===== src/rtl/serial_subtractor_if.sv =====
// Start/ready/done handshake and operand/result bundle for the bit-serial subtractor.
// The master side issues operations; the slave side is the subtractor itself.
interface serial_subtractor_if #(
  parameter int unsigned WIDTH = 8
);
  logic             start;
  logic [WIDTH-1:0] X;
  logic [WIDTH-1:0] Y;
  logic             ready;
  logic             busy;
  logic             done;
  logic [WIDTH-1:0] diff;
  logic             bout;

  modport master (
    output start, X, Y,
    input  ready, busy, done, diff, bout
  );

  modport slave (
    input  start, X, Y,
    output ready, busy, done, diff, bout
  );
endinterface


===== src/rtl/serial_subtractor.sv =====
// Bit-serial WIDTH-bit subtractor: X - Y one bit per clock, LSB first, through a single
// full-subtractor cell iterated against a registered borrow.
module serial_subtractor #(
  parameter int unsigned WIDTH = 8
) (
  input logic           clk,
  input logic           rst_n,
  serial_subtractor_if.slave bus
);

  localparam int unsigned CW = $clog2(WIDTH);
  localparam logic [CW-1:0] CntLast = CW'(WIDTH - 1);

  typedef enum logic [1:0] {StIdle, StShift, StDone} state_e;

  state_e           state_q, state_d;
  logic [WIDTH-1:0] a_q, a_d;
  logic [WIDTH-1:0] b_q, b_d;
  logic [WIDTH-1:0] r_q, r_d;
  logic [WIDTH-1:0] diff_q, diff_d;
  logic             br_q, br_d;
  logic             bout_q, bout_d;
  logic [CW-1:0]    cnt_q, cnt_d;

  // Two half-subtractors plus borrow merge form the full-subtractor cell.
  logic hs1_d, hs1_b, hs2_b, d_bit, br_next;
  always_comb begin
    hs1_d   = a_q[0] ^ b_q[0];
    hs1_b   = ~a_q[0] & b_q[0];
    d_bit   = hs1_d ^ br_q;
    hs2_b   = ~hs1_d & br_q;
    br_next = hs1_b | hs2_b;
  end

  // State register
  always_ff @(posedge clk or negedge rst_n) begin
    if (!rst_n) begin
      state_q <= StIdle;
    end else begin
      state_q <= state_d;
    end
  end

  // Next-state logic
  always_comb begin
    state_d = state_q;
    unique case (state_q)
      StIdle:  if (bus.start) state_d = StShift;
      StShift: if (cnt_q == CntLast) state_d = StDone;
      StDone:  state_d = StIdle;
      default: state_d = StIdle;
    endcase
  end

  // Outputs decoded from state; results come straight from their registers
  always_comb begin
    bus.ready = (state_q == StIdle);
    bus.busy  = (state_q == StShift);
    bus.done  = (state_q == StDone);
    bus.diff  = diff_q;
    bus.bout  = bout_q;
  end

  always_comb begin
    a_d    = a_q;
    b_d    = b_q;
    r_d    = r_q;
    br_d   = br_q;
    cnt_d  = cnt_q;
    diff_d = diff_q;
    bout_d = bout_q;
    unique case (state_q)
      StIdle: begin
        if (bus.start) begin
          a_d   = bus.X;
          b_d   = bus.Y;
          r_d   = '0;
          br_d  = 1'b0;
          cnt_d = '0;
        end
      end
      StShift: begin
        a_d   = a_q >> 1;
        b_d   = b_q >> 1;
        r_d   = {d_bit, r_q[WIDTH-1:1]};
        br_d  = br_next;
        cnt_d = cnt_q + CW'(1);
        // Publish only on the last bit so partial results never reach the outputs.
        if (cnt_q == CntLast) begin
          diff_d = r_d;
          bout_d = br_next;
        end
      end
      default: ;
    endcase
  end

  always_ff @(posedge clk or negedge rst_n) begin
    if (!rst_n) begin
      a_q    <= '0;
      b_q    <= '0;
      r_q    <= '0;
      br_q   <= 1'b0;
      cnt_q  <= '0;
      diff_q <= '0;
      bout_q <= 1'b0;
    end else begin
      a_q    <= a_d;
      b_q    <= b_d;
      r_q    <= r_d;
      br_q   <= br_d;
      cnt_q  <= cnt_d;
      diff_q <= diff_d;
      bout_q <= bout_d;
    end
  end

endmodule


===== src/flat_wrapper.sv =====
// flat-port wrapper written by rule: the top's interface ports become plain ports
module serial_subtractor_flat 
#(
  parameter int unsigned WIDTH = 8
)
  (clk, rst_n, bus_start, bus_X, bus_Y, bus_ready, bus_busy, bus_done, bus_diff, bus_bout);
  serial_subtractor_if #(.WIDTH(WIDTH)) bus_i ();
  input logic clk;
  input logic rst_n;
  input wire logic [$bits(bus_i.start)-1:0] bus_start;
  input wire logic [$bits(bus_i.X)-1:0] bus_X;
  input wire logic [$bits(bus_i.Y)-1:0] bus_Y;
  output wire logic [$bits(bus_i.ready)-1:0] bus_ready;
  output wire logic [$bits(bus_i.busy)-1:0] bus_busy;
  output wire logic [$bits(bus_i.done)-1:0] bus_done;
  output wire logic [$bits(bus_i.diff)-1:0] bus_diff;
  output wire logic [$bits(bus_i.bout)-1:0] bus_bout;
  assign bus_i.start = bus_start;
  assign bus_i.X = bus_X;
  assign bus_i.Y = bus_Y;
  assign bus_ready = bus_i.ready;
  assign bus_busy = bus_i.busy;
  assign bus_done = bus_i.done;
  assign bus_diff = bus_i.diff;
  assign bus_bout = bus_i.bout;
  serial_subtractor #(.WIDTH(WIDTH)) u_core (.clk(clk), .rst_n(rst_n), .bus(bus_i));
endmodule

===== config.mk =====
export PLATFORM = sky130hd
export DESIGN_NAME = serial_subtractor_flat
export DESIGN_NICKNAME = d
export VERILOG_FILES = /design/src/rtl/serial_subtractor_if.sv /design/src/rtl/serial_subtractor.sv /design/src/flat_wrapper.sv
export SDC_FILE = /design/constraint.sdc
export NUM_CORES = 1
export LEC_CHECK = 0
export BUFFER_PORTS_ARGS = -buffer_cell sky130_fd_sc_hd__buf_2
export CAP_MARGIN = 10
export CORE_AREA = 2 2 62 64
export CTS_BUF_LIST = sky130_fd_sc_hd__clkbuf_16
export DETAILED_ROUTE_END_ITERATION = 7
export DIE_AREA = 0 0 64 66
export PLACE_DENSITY_LB_ADDON = 0.2
export SYNTH_ARGS = -nofsm -noshare
export SYNTH_HDL_FRONTEND = slang
export SYNTH_SLANG_ARGS = --single-unit

===== constraint.sdc =====
create_clock -name clk -period 1.5 [get_ports clk]
set_input_delay 0 -clock clk [delete_from_list [all_inputs] [get_ports clk]]
set_output_delay 0 -clock clk [all_outputs]
set_load 0.03 [all_outputs]

==> impl_metrics.tcl, run 1 <==
set metrics [dict create \
    drc 0 \
    layout_min_cycle_time_ns 1.41 \
    synthDominantCellAreaShare 0.570 \
    wl_per_cell_um 14.1 \
    skew_ns 0.00186 \
    crit_path_end_kind "output port" \
    ys.flop_type "dfrtp_1" \
    rows 22 \
    rr_startpoint "u_core.cnt_q[0]" \
    required_ns 1.50 \
    fillers 306 \
    routabilityCongestion 0.680 \
    yosys-top-cells-count "dfrtp_1, nor3_1, nor2_1" \
    h-tree-depth 2 \
    die_w_um 64 \
    drt_wl_total_mm 3.29 \
    place_area_um2 1880 \
    tns_ns 0 \
    tightest_slew_ns 0.532 \
    status "completed" \
    first_global_vias 1293 \
    rrSetupSlack_ns 0.09 \
    die_h_um 66 \
    maxCapViolCount 0 \
    ios 31 \
    ys_ff_latch 38 \
    routed_via_density 5.24 \
    finalNetCount 207 \
    endpoint "bus_busy" \
    utilization 0.582 \
    grt.overflow.total 0 \
    synth_edf_count 0 \
    setup_violations 0 \
    ant_nets 0 \
    cts_max_path_buffers 2 \
    synth_nets 167 \
    vdd_drop_max_v 0.000736 \
    fmax_mhz 711 \
    antenna_found_initial 0 \
    slew_viol_final 0 \
    grt_max_degree 39 \
    post-route-period-util 0.938 \
    grt_pass1_wl_mm 6.00 \
    clock_latency_ns 0.27 \
    dp_slack_ns 0.0536 \
    r2r_cells 4 \
    cts_tree "built" \
    drive_above_1_share 0.319 \
    ys_seq_area_frac 0.570 \
    vias 1220 \
    cts_buffers 5 \
    p_leak_nw 0.991 \
    cts_root_buf "clkbuf_16" \
    p_per_area_nw_per_um2 2190 \
    synth_warnings 0 \
    cp.arrival_ns 1.41 \
    relSlewSlack 0.645 \
    dr.first_iter.drc_count 80 \
    diodes 0 \
    critPathLaunchType "register" \
    worstSetupStartpoint "u_core.state_q[1]" \
    first_pass_iters 4 \
    hold_violations 0 \
    multi_input_area_um2 647 \
    synthCells 145 \
    final_area_um2 2070 \
    yosysMostFrequentCell "dfrtp_1" \
    postSynth.asyncResetShare 1.00 \
    yosys-top-cells-area "dfrtp_1, nor3_1, nor3b_1, a22o_1, mux2_2" \
    dieArea_um2 4220 \
    hp-class "primary input to register" \
    grtUsageTotal 0.186 \
    regArea_um2 952 \
    place.port_buffers 30 \
    path_clk_slew_ns 0.05 \
    hpwl_mm 2.31 \
    rsz0062_at_grt "false" \
    coreArea_um2 3550 \
    initial_core_util 0.470 \
    synth.distinct_cells 27 \
    worstSetupPathType "register to output port" \
    cp_max_fo 12 \
    syn_area_per_cell_um2 11.5 \
    syn-cell-area_um2 1670 \
    syn_to_final_growth_pct 23.8 \
    yosys.area.top_type "dfrtp_1" \
    reg2reg_to "u_core.bus.diff[4]" \
    cts.sinks 38 \
    finalWorstSetupSlack_ns 0.0929 \
]
## per-stage QoR
stage               hold slack [ns]  total power, mW  cells
floorplan                    -0.296             3.07    145
global placement             0.0687             3.48    222
detailed placement           0.0710             3.57    222
CTS                          0.0409             4.55    232
global route                 0.0556             4.87    233
finish                       0.0399             4.53    233
## power breakdown
part	switching, mW	internal [mW]
Clock	0.371	0.599
Combinational	0.974	0.787
Sequential	0.292	1.50
Total	1.64	2.89
## layer usage
layer,vias to the layer above,global-route usage,wire [um]
li1,594,-,-
met1,592,0.243,1450
met2,27,0.299,1640
met3,7,0.0494,148
met4,0,0.0652,44
met5,-,0,0
## registers in the layout, summed over array words and instances (netlist names)
register         flops
u_core.bus.bout      1
u_core.state_q       2
u_core.r_q           7
u_core.cnt_q         3
u_core.bus.diff      8
u_core.br_q          1
u_core.b_q           8
u_core.a_q           8
## cell type report
cell class,instances,share of cell area
multi-input cells,93,0.313
repair buffers,43,0.123
inverters,4,0.00847
well taps,48,0.0291
flip-flops and latches,38,0.461
clock buffers,5,0.0605
clock inverters,2,0.00484
## layout by cell type (no fill, tap or decap)
| cell | n |
|---|---|
| a21oi_1 | 1 |
| a221o_1 | 2 |
| a22o_1 | 9 |
| a32o_1 | 2 |
| buf_2 | 30 |
| buf_4 | 10 |
| clkbuf_16 | 5 |
| clkinv_2 | 2 |
| dfrtp_1 | 37 |
| dfrtp_2 | 1 |
| dlygate4sd3_1 | 3 |
| fa_1 | 1 |
| ha_1 | 1 |
| ha_2 | 1 |
| inv_1 | 3 |
| inv_4 | 1 |
| mux2_1 | 2 |
| mux2_2 | 6 |
| nand2_1 | 4 |
| nand2b_1 | 3 |
| nand3b_4 | 1 |
| nor2_1 | 14 |
| nor2b_1 | 1 |
| nor3_1 | 24 |
| nor3b_1 | 12 |
| o21ai_0 | 4 |
| o21ba_2 | 1 |
| o21bai_2 | 1 |
| o22ai_1 | 1 |
| or2b_1 | 2 |
## cells by family after synthesis
group | after synthesis | synth area share
muxes | 8 | 0.0540
buffers and inverters | 14 | 0.0465
DFF | 38 | 0.570
and+or+nand+nor | 61 | 0.202
AOI/OAI and AO/OA | 21 | 0.100
adders and majority gates | 3 | 0.0270
## worst max-delay path: stages (launching register included)
cell and delay (ns):
dfrtp_2 0.46, or2b_1 0.31, inv_4 0.14, buf_2 0.22
## worst min-delay path by stage
stage,start,to,cells past startpoint
after floorplan,rst_n,u_core.a_q[0],0
after global placement,rst_n,u_core.bus.diff[7],2
after detailed placement,rst_n,u_core.bus.diff[6],2
after CTS,bus_Y[1],u_core.b_q[1],3
after global routing,bus_Y[3],u_core.b_q[3],3
final,bus_Y[1],u_core.b_q[1],3
## what timing repair did
| item | 4_1_cts | 5_1_grt |
|---|---|---|
| buffers inserted | 0 | 1 |
| resized for setup | 0 | 4 |
| hold endpoints to repair | 40 | 0 |
| hold buffers | 3 | 0 |
| endpoints found under the setup margin | 0 | 19 |
Note: power is estimated with default switching activity, not from simulation.
==> inputs of run 2 (changes only) <==
CORE_AREA = 2 2 68 70   (was 2 2 62 64)
DIE_AREA = 0 0 70 72   (was 0 0 64 66)
HOLD_SLACK_MARGIN = 0.15   (was unset)
==> run 2 against run 1 <==
Net effect:
- clock skew rose by 0.0020 ns
- worst setup slack got worse by 0.0095 ns
- die area rose by 19%
- combinational power barely moved
- critical endpoint is now u_core.bus.diff[3]
- worst hold slack improved by 0.25 ns
- routed wire length rose by 2.6%
- via count rose by 3.4%
- maximum frequency fell by 0.67%
- critical path type is now register to register
==> impl_metrics.tcl, run 2 (synthesis gave the netlist of run 1 again) <==
set metrics [dict create \
    required_ns 1.67 \
    cp_max_fo 10 \
    grt_pass1_wl_mm 5.93 \
    worstSetupStartpoint "u_core.cnt_q[0]" \
    tightest_slew_ns 0.466 \
    cts_tree "built" \
    endpoint "u_core.bus.diff[3]" \
    cts.sinks 38 \
    drc 0 \
    layout_commonest_cell "dfrtp_1" \
    die_w_um 70 \
    cts_root_buf "clkbuf_16" \
    syn_to_final_growth_pct 32.6 \
    status "completed" \
    tns_ns 0 \
    grt_max_degree 39 \
    p_per_area_nw_per_um2 2050 \
    cts_max_path_buffers 2 \
    slew_viol_final 0 \
    vias 1261 \
    cp.arrival_ns 1.58 \
    wl_per_cell_um 13.4 \
    antenna_found_initial 0 \
    post-route-period-util 0.944 \
    vdd_drop_max_v 0.000716 \
    cts_buffers 5 \
    reg2reg_to "u_core.bus.diff[3]" \
    dp_slack_ns 0.0550 \
    critPathLaunchType "register" \
    ios 31 \
    initial_core_util 0.391 \
    finalNetCount 221 \
    rows 24 \
    h-tree-depth 2 \
    place.port_buffers 30 \
    hpwl_mm 2.22 \
    grt.overflow.total 0 \
    fmax_mhz 706 \
    coreArea_um2 4260 \
    routed_via_density 5.00 \
    crit_path_end_kind "register" \
    hold_violations 0 \
    setup_violations 0 \
    hp-class "primary input to asynchronous set/reset pin" \
    routabilityCongestion 0.745 \
    worstSetupPathType "register to register" \
    maxCapViolCount 0 \
    r2r_cells 4 \
    layout_min_cycle_time_ns 1.42 \
    fillers 378 \
    rr_startpoint "u_core.cnt_q[0]" \
    die_h_um 72 \
    path_clk_slew_ns 0.06 \
    skew_ns 0.00386 \
    final_cell_mix "dfrtp_1, buf_2, nor3_1, dlygate4sd3_1, nor2_1" \
    drt_wl_total_mm 3.37 \
    ant_nets 0 \
    rrSetupSlack_ns 0.08 \
    relSlewSlack 0.689 \
    dr.first_iter.drc_count 54 \
    rsz0062_at_grt "false" \
    regArea_um2 952 \
    first_pass_iters 3 \
    diodes 0 \
    drive_above_1_share 0.280 \
    first_global_vias 1325 \
    dieArea_um2 5040 \
    finalWorstSetupSlack_ns 0.0834 \
    multi_input_area_um2 643 \
    clock_latency_ns 0.28 \
    p_leak_nw 1.05 \
    grtUsageTotal 0.152 \
]
[run 2: stage by stage]
stage	hold slack [ns]	cells	cell area, um^2	utilization	total power [mW]
2_1_floorplan	-0.296	145	1670	-	3.07
4_1_cts	0.314	251	2200	0.516	4.60
3_3_place_gp	0.0725	225	1880	0.441	3.48
6_report	0.291	252	2210	0.519	4.54
5_1_grt	0.344	252	2210	0.519	4.90
3_5_place_dp	0.0774	225	1880	0.441	3.55
[run 2: how the worst min path moves through the flow]
stage / end / cells after the start / slack, ns
6_report: u_core.r_q[7] / 3 / 0.29
5_1_grt: u_core.bus.diff[7] / 3 / 0.34
2_1_floorplan: u_core.a_q[0] / 0 / -0.30
3_3_place_gp: u_core.bus.diff[7] / 2 / 0.07
4_1_cts: u_core.r_q[7] / 3 / 0.31
3_5_place_dp: u_core.r_q[7] / 2 / 0.08
[run 2: worst max-delay path, stage by stage, from the launching register on]
cell and delay [ns]:
dfrtp_1 0.39, ha_1 0.21, ha_2 0.19, nand3b_4 0.15, mux2_2 0.35
[run 2: final cells by class]
cell class / count / area share
Clock buffer: 5 / 0.0565
Clock inverter: 3 / 0.00565
Inverter: 4 / 0.00791
Multi-Input combinational cell: 93 / 0.291
Sequential cell: 38 / 0.430
Tap cell: 52 / 0.0294
Timing Repair Buffer: 57 / 0.180
[run 2: timing repair]
item,in CTS,in global routing
hold buffers,18,0
hold endpoints to repair,54,0
setup buffers,0,1
setup endpoints to repair,1,7
gates resized for setup,1,2
[run 2: where the power goes]
group	internal [mW]	total [mW]	switching (mW)
Sequential	1.51	1.80	0.291
Combinational	0.799	1.76	0.964
Clock	0.600	0.986	0.386
[run 2: per-layer routing]
| layer | routed length (um) | global-route usage |
|---|---|---|
| met3 | 160 | 0.0514 |
| met2 | 1640 | 0.257 |
| met4 | 57 | 0.0577 |
| met1 | 1510 | 0.182 |
| met5 | 0 | 0 |
